==> src/rtl/dice_pkg.sv <==
// Shared die codes, face-count lookup and FSM state encoding for the dice roll arbiter.
package dice_pkg;

    typedef enum logic [1:0] {
        D4  = 2'b00,
        D6  = 2'b01,
        D8  = 2'b10,
        D20 = 2'b11
    } die_e;

    typedef enum logic [2:0] {
        StIdle,
        StIssue,
        StWait,
        StCapture,
        StResp
    } state_e;

    function automatic logic [7:0] faces(input logic [1:0] code);
        logic [7:0] f;
        f = 8'd4;
        unique case (die_e'(code))
            D4:  f = 8'd4;
            D6:  f = 8'd6;
            D8:  f = 8'd8;
            D20: f = 8'd20;
        endcase
        return f;
    endfunction

endpackage

==> src/rtl/dice_roll_arbiter_rr.sv <==
// Round-robin picker: first set request at or after the pointer, wrapping.
module rr_arbiter #(
    parameter int unsigned NUM_REQ = 4
) (
    input  logic [NUM_REQ-1:0] req,
    input  logic [2:0]         pointer,
    output logic [NUM_REQ-1:0] grant,
    output logic [2:0]         index,
    output logic               found
);

    always_comb begin
        grant = '0;
        index = '0;
        found = 1'b0;
        // Outer loop is search order from the pointer; inner loop keeps indices constant.
        for (int unsigned i = 0; i < NUM_REQ; i++) begin
            for (int unsigned k = 0; k < NUM_REQ; k++) begin
                if (!found && (k == (32'(pointer) + i) % NUM_REQ) && req[k]) begin
                    found    = 1'b1;
                    index    = 3'(k);
                    grant[k] = 1'b1;
                end
            end
        end
    end

endmodule

==> src/rtl/dice_roll_arbiter.sv <==
// Shares one dice_roller between NUM_REQ requesters: round-robin grant, roll pulse,
// result capture with range check, and a valid/ready response.
module dice_roll_arbiter
    import dice_pkg::*;
#(
    parameter int unsigned NUM_REQ        = 4,
    parameter int unsigned RESULT_LATENCY = 1
) (
    input  logic                 clk,
    input  logic                 reset,
    input  logic [NUM_REQ-1:0]   req,
    input  logic [2*NUM_REQ-1:0] req_die,
    output logic [NUM_REQ-1:0]   grant,
    output logic                 rsp_valid,
    input  logic                 rsp_ready,
    output logic [2:0]           rsp_id,
    output logic [7:0]           rsp_value,
    output logic                 rsp_err,
    output logic                 busy,
    output logic [1:0]           die_select,
    output logic                 roll,
    input  logic [7:0]           rolled_number
);

    localparam logic [1:0] WaitLast = 2'(RESULT_LATENCY > 1 ? RESULT_LATENCY - 2 : 0);

    state_e     state_q, state_d;
    logic [2:0] ptr_q, ptr_d;
    logic [2:0] win_q, win_d;
    logic [1:0] die_q, die_d;
    logic [1:0] cnt_q, cnt_d;
    logic [2:0] id_q, id_d;
    logic [7:0] val_q, val_d;
    logic       err_q, err_d;

    logic [NUM_REQ-1:0] arb_grant;
    logic [2:0]         arb_index;
    logic               arb_found;

    rr_arbiter #(
        .NUM_REQ(NUM_REQ)
    ) u_rr (
        .req    (req),
        .pointer(ptr_q),
        .grant  (arb_grant),
        .index  (arb_index),
        .found  (arb_found)
    );

    always_comb begin
        state_d = state_q;
        ptr_d   = ptr_q;
        win_d   = win_q;
        die_d   = die_q;
        cnt_d   = cnt_q;
        id_d    = id_q;
        val_d   = val_q;
        err_d   = err_q;
        grant   = '0;
        roll    = 1'b0;

        case (state_q)
            StIdle: begin
                if (arb_found) begin
                    grant = arb_grant;
                    win_d = arb_index;
                    for (int unsigned k = 0; k < NUM_REQ; k++) begin
                        if (arb_grant[k]) begin
                            die_d = req_die[2*k +: 2];
                        end
                    end
                    ptr_d   = (arb_index == 3'(NUM_REQ - 1)) ? 3'd0 : arb_index + 3'd1;
                    state_d = StIssue;
                end
            end
            StIssue: begin
                roll    = 1'b1;
                cnt_d   = '0;
                state_d = (RESULT_LATENCY > 1) ? StWait : StCapture;
            end
            StWait: begin
                if (cnt_q == WaitLast) begin
                    state_d = StCapture;
                end else begin
                    cnt_d = cnt_q + 2'd1;
                end
            end
            StCapture: begin
                val_d   = rolled_number;
                id_d    = win_q;
                err_d   = (rolled_number == 8'd0) || (rolled_number > faces(die_q));
                state_d = StResp;
            end
            StResp: begin
                if (rsp_ready) begin
                    state_d = StIdle;
                end
            end
            default: state_d = StIdle;
        endcase

        // Reset must kill the combinational pulses in the very cycle it is seen.
        if (reset) begin
            grant = '0;
            roll  = 1'b0;
        end
    end

    always_ff @(posedge clk) begin
        if (reset) begin
            state_q <= StIdle;
            ptr_q   <= '0;
            win_q   <= '0;
            die_q   <= '0;
            cnt_q   <= '0;
            id_q    <= '0;
            val_q   <= '0;
            err_q   <= 1'b0;
        end else begin
            state_q <= state_d;
            ptr_q   <= ptr_d;
            win_q   <= win_d;
            die_q   <= die_d;
            cnt_q   <= cnt_d;
            id_q    <= id_d;
            val_q   <= val_d;
            err_q   <= err_d;
        end
    end

    assign rsp_valid  = (state_q == StResp);
    assign busy       = (state_q != StIdle);
    assign rsp_id     = id_q;
    assign rsp_value  = val_q;
    assign rsp_err    = err_q;
    assign die_select = die_q;

endmodule
==> config.mk <==
export PLATFORM = sky130hd
export DESIGN_NAME = dice_roll_arbiter
export DESIGN_NICKNAME = d
export VERILOG_FILES = /design/src/rtl/dice_pkg.sv /design/src/rtl/dice_roll_arbiter_rr.sv /design/src/rtl/dice_roll_arbiter.sv
export SDC_FILE = /design/constraint.sdc
export NUM_CORES = 1
export LEC_CHECK = 0
export BUFFER_PORTS_ARGS = -buffer_cell sky130_fd_sc_hd__buf_2
export CAP_MARGIN = 10
export CELL_PAD_IN_SITES_DETAIL_PLACEMENT = 1
export CELL_PAD_IN_SITES_GLOBAL_PLACEMENT = 1
export CORE_ASPECT_RATIO = 1.75
export CORE_UTILIZATION = 38
export CTS_CLUSTER_DIAMETER = 50
export CTS_CLUSTER_SIZE = 24
export DETAILED_ROUTE_END_ITERATION = 12
export GPL_ROUTABILITY_DRIVEN = 0
export PLACE_DENSITY_LB_ADDON = 0.25
export SETUP_SLACK_MARGIN = 0.1
export SLEW_MARGIN = 15
export SYNTH_ARGS = -nofsm -noshare
export SYNTH_HDL_FRONTEND = slang
export SYNTH_SLANG_ARGS = --single-unit
==> constraint.sdc <==
create_clock -name clk -period 4.5 [get_ports clk]
set_input_delay 0.225 -clock clk [delete_from_list [all_inputs] [get_ports clk]]
set_output_delay 0.225 -clock clk [all_outputs]
set_load 0.01 [all_outputs]
======== Yosys cells after proc, flatten, opt, wreduce, memory -nomap -nowiden ========
Cells that the tools add are included.
W data, S select, Z words.
storage, ports and cells
  logic and storage cells ................. 164
  output and inout port bits .............. 21
  register bits after elaboration ......... 24
  bits in latches ......................... 0
  input port bits ......................... 23
  memories kept ........................... 0
  bits in read-only memories .............. 0
  RAM bits ................................ 0
cells by class
  multiplexer cells ....................... 64
  reduce and logical (&&, ||, !) cells .... 62
  multipliers ............................. 0
  shift-type cells ........................ 0
  divide/modulo/power cells ............... 0
  bitwise gates (word level) .............. 0
  order comparisons ....................... 1
  equality and inequality tests ........... 24
  add/subtract/negate cells ............... 5
operators with widths
  operator               number
  $logic_not A32 Y1      4
  $mux W2                20
  $mux W1                34
  $pmux W8 S4            1
  $logic_and A1 B1 Y1    31
  $eq A2 B2 Y1 const A   8
  $logic_not A1 Y1       15
  $pmux W3 S5            1
  $mux W4                3
  $eq A3 B2 Y1 const B   3
  $mux W3                3
  $eq A1 B2 Y1 const A   4
  $gt A8 B8 Y1           1
  $logic_not A8 Y1       1
  $mux W8                1
  $add A2 B1 Y2 const B  3
  $ne A2 B2 Y1 const B   3
  $reduce_and A3 Y1      2
  $add A2 B2 Y2 const B  2
  $eq A2 B2 Y1 const B   2
  $logic_not A2 Y1       2
  $pmux W2 S2            1
  $reduce_and A2 Y1      2
  $reduce_bool A4 Y1     1
  8 further kinds        8

======== Depth between registers and ports, before layout ========
  depth in word-level cells ............... 66
  mapped depth ............................ 8
  gate-level depth less buffers ........... 8

======== Hierarchy ========
A second synthesis with hierarchy kept.
unflattened totals
  cells, all modules ...................... 193
  area total of the unflattened synthesis .. 1536.5 um^2
modules (own cells, without submodules)
  module             instances  sequential area each (um^2)  cells each  area each (um^2)
  dice_roll_arbiter  1          500.5                        157         1306.3
  rr_arbiter         1          0.0                          36          230.2

======== Least setup slack after synthesis ========
Ideal clock, no wire load.
  path type ............................... reg-to-output
  start point ............................. register state_q[0]
  end point ............................... output port grant[0]
  stages on the path, launching flop included .. 6
  required time ........................... 4.275 ns
  path slack .............................. 2.766 ns
  buffers on the path ..................... 2
  arrival time ............................ 1.509 ns
  path through ............................ dfxtp_1 > buf_6 > or3_4 > or2_1 > buf_6 > nor3_1
between the ends
  cells in the longest elaborated chain, start to end .. 3
RTL lines
  element                   line                      text
  start: declaration        dice_roll_arbiter.sv:27   state_e state_q, state_d;
  start signal: assignment  dice_roll_arbiter.sv:111  state_q <= StIdle;
  start signal: assignment  dice_roll_arbiter.sv:120  state_q <= state_d;
  $logic_not A3 Y1          dice_roll_arbiter.sv:62   case (state_q)
  $mux W4                   dice_roll_arbiter.sv:62
  $mux W4                   dice_roll_arbiter.sv:103  if (reset) begin
  end: declaration          dice_roll_arbiter.sv:13   output logic [NUM_REQ-1:0] grant,
Every way passes these cells.

======== Final worst setup path ========
Ends and elaborated chain as after synthesis.

==> results.json <==
{
  "crit_path_max_incr_delay_ns": 0.44,
  "setup_viol_count_final": 0,
  "hold_start": "rolled_number[7]",
  "arrival_ns": 1.87,
  "cts_buffer_depth": 2,
  "slowest_stage": "or3_4",
  "ctsRootBufferMaster": "clkbuf_8",
  "grt_use_total": 0.217,
  "post-place-ws_ns": 2.69,
  "synth_seq_cells": 22,
  "drc_errors": 0,
  "drt_iter0_markers": 9,
  "postCtsSetupRepairBufs": 0,
  "vias": 1336,
  "routedWlPerCell_um": 14.4,
  "grt_pass1_wl_um": 5910,
  "layout_commonest_cell": "buf_2",
  "hold_end": "rsp_value[7]",
  "critPathCaptureType": "primary output",
  "ys_top_cells_by_area": "dfxtp_1 33%, a21oi_1 7.0%, nand2_1 6.9%, ha_1 4.6%, nor2_1 3.6%",
  "htreeDepth": 1,
  "start_util": 0.398,
  "final.setup.tns_ns": 0,
  "grt_max_degree": 29,
  "clkTransAtPathRegs_ns": 0.08,
  "timing.rr.start": "die_select[0]",
  "synth_area_um2": 1350,
  "maxCapViolations": 0,
  "hold_depth": 3,
  "path_cells": "or3_4, or2_1, nor3_1, buf_2",
  "mostFrequentLayoutCells": "42 x buf_2, 25 x nand2_1, 22 x dfxtp_1",
  "cts.repair.resized": 0,
  "antenna_found_initial": 0,
  "rr_endpoint": "rsp_err",
  "routed_via_density": 5.37,
  "yosysWarnings": 0,
  "dieArea_um2": 3810,
  "ir_worst_vdd_v": 0.000176,
  "cts_tree": "yes",
  "ys_seq_area_frac": 0.326,
  "status": "completed",
  "cp_max_fo": 10,
  "yosysTopAreaCell": "dfxtp_1",
  "syn_inst": 171,
  "syn-num-nets": 199,
  "critPathBufInv": 1,
  "nets": 233,
  "p_leak_nw": 0.702,
  "die_x_um": 47.1,
  "ant_nets": 0,
  "grt-ovfl-total": 0,
  "max_freq_mhz": 476,
  "crit_required_ns": 4.28,
  "ios": 44,
  "ff2ff_setup_slack_ns": 2.78,
  "clock-sinks": 22,
  "period_share": 0.466,
  "n_antenna_cell": 0,
  "dp_hpwl_um": 2780,
  "finalHoldViolations": 0,
  "reg2reg_depth": 8,
  "drt_first_pass_iters": 4,
  "syn_area_per_cell_um2": 7.91,
  "grt_pass1_vias": 1302,
  "worstSkewPairLatency_ns": 0.27,
  "worst_pin_slew_ns": 0.585,
  "ys_async_sr_fraction": 0,
  "postCtsHoldBufs": 0,
  "relSlewSlack": 0.610,
  "placementRows": 28,
  "layout_setup_ws_ns": 2.40,
  "ys_types": 42,
  "rsz0062_at_grt": "false",
  "core_area_um2": 3400,
  "cts-buffers-inserted": 3,
  "cp_top_family": "simple AND/OR/NAND/NOR gates",
  "finalCriticalPeriod_ns": 2.10,
  "synth-main-ff-cell": "dfxtp_1",
  "io_buffers": 42,
  "drive_gt1_frac": 0.294,
  "start_kind": "register",
  "timing_worst_setup_path_type": "register to primary output",
  "p_per_area_nw_per_um2": 355,
  "die_y_um": 80.9,
  "yosysTopAreaCellShare": 0.326,
  "area_delta_synth_final_pct": 18.3,
  "maxSlewViolCount": 0,
  "synth_edf_count": 0,
  "hold_class": "input pin to register",
  "routed_wl_um": 3590,
  "skew_ns": 0.00254
}
-- layout make-up --
cell class	count	area, um2
clock buffer	4	55.1
fill	454	1800
inverter	9	33.8
multi-input combinational	127	805
sequential	22	440
tap	45	56.3
timing repair buffer	42	210
-- registers in the layout (all words and copies together) (netlist names) --
| register | cells |
|---|---|
| win_q | 2 |
| rsp_err | 1 |
| cnt_q | 2 |
| ptr_q | 2 |
| rsp_value | 8 |
| rsp_id | 2 |
| die_select | 2 |
| state_q | 3 |
-- through the flow --
| step | total power, mW | hold WS, ns | cell area, um2 | std cells | utilization |
|---|---|---|---|---|---|
| 6_report | 0.568 | 0.205 | 1600 | 249 | 0.471 |
| 4_1_cts | 0.576 | 0.198 | 1600 | 249 | 0.471 |
| 3_3_place_gp | 0.417 | 0.438 | 1550 | 245 | 0.455 |
| 2_1_floorplan | 0.378 | 0.361 | 1350 | 171 | - |
| 5_1_grt | 0.607 | 0.206 | 1600 | 249 | 0.471 |
| 3_5_place_dp | 0.428 | 0.449 | 1550 | 245 | 0.455 |
-- tightest hold or removal path, stage by stage --
cell and delay [ns]:
buf_2 0.10, nand2_1 0.05, a21oi_1 0.05
-- layer usage --
| metal | up-vias | share of wire | track usage | routed length (um) |
|---|---|---|---|---|
| met4 | 0 | 0.023 | 0.103 | 84 |
| met1 | 642 | 0.38 | 0.217 | 1360 |
| met5 | - | 0 | 0 | 0 |
| li1 | 658 | - | - | - |
| met2 | 31 | 0.57 | 0.410 | 2050 |
| met3 | 5 | 0.026 | 0.0267 | 94 |
-- power breakdown --
part	switching (mW)	total, mW	leakage, nW	internal (mW)
Combinational	0.104	0.181	0.494	0.0765
Sequential	0.0255	0.241	0.180	0.215
Clock	0.0680	0.146	0.0288	0.0782
Total	0.198	0.568	0.702	0.370
-- synthesized netlist by cell type (all sizes together), types with 2 or more instances --
master,count
and2,2
a211oi,2
or2,2
inv,9
dfxtp,22
clkbuf,4
o21bai,4
nor2b,4
nand3b,2
o21ai,3
o21a,3
a21oi,22
buf,9
ha,5
a2111oi,2
nor2,16
o22ai,2
nand2,25
mux2,2
nor3,11
a311oi,2
o211a,2
o211ai,4
nand2b,2
-- worst max path at each step --
stage	from	endpoint	cells after the start
final	state_q[0]	grant[0]	4
after CTS	state_q[0]	grant[0]	4
after global placement	state_q[0]	grant[0]	4
after global routing	state_q[0]	grant[0]	4
after detailed placement	state_q[0]	grant[0]	4
after floorplan	state_q[0]	grant[0]	5
-- kinds of logic after synthesis --
logic type / Yosys count / share of synthesized area
AO/OA/AOI/OAI: 50 / 0.269
XOR/XNOR: 1 / 0.00648
adder cells (fa/ha/maj): 5 / 0.0463
buffers and inverters: 22 / 0.0795
flip-flops: 22 / 0.326
multiplexers: 2 / 0.0167
other: 1 / 0.00277
AND/OR/NAND/NOR: 68 / 0.253
Note: power is estimated with default switching activity, not from simulation.
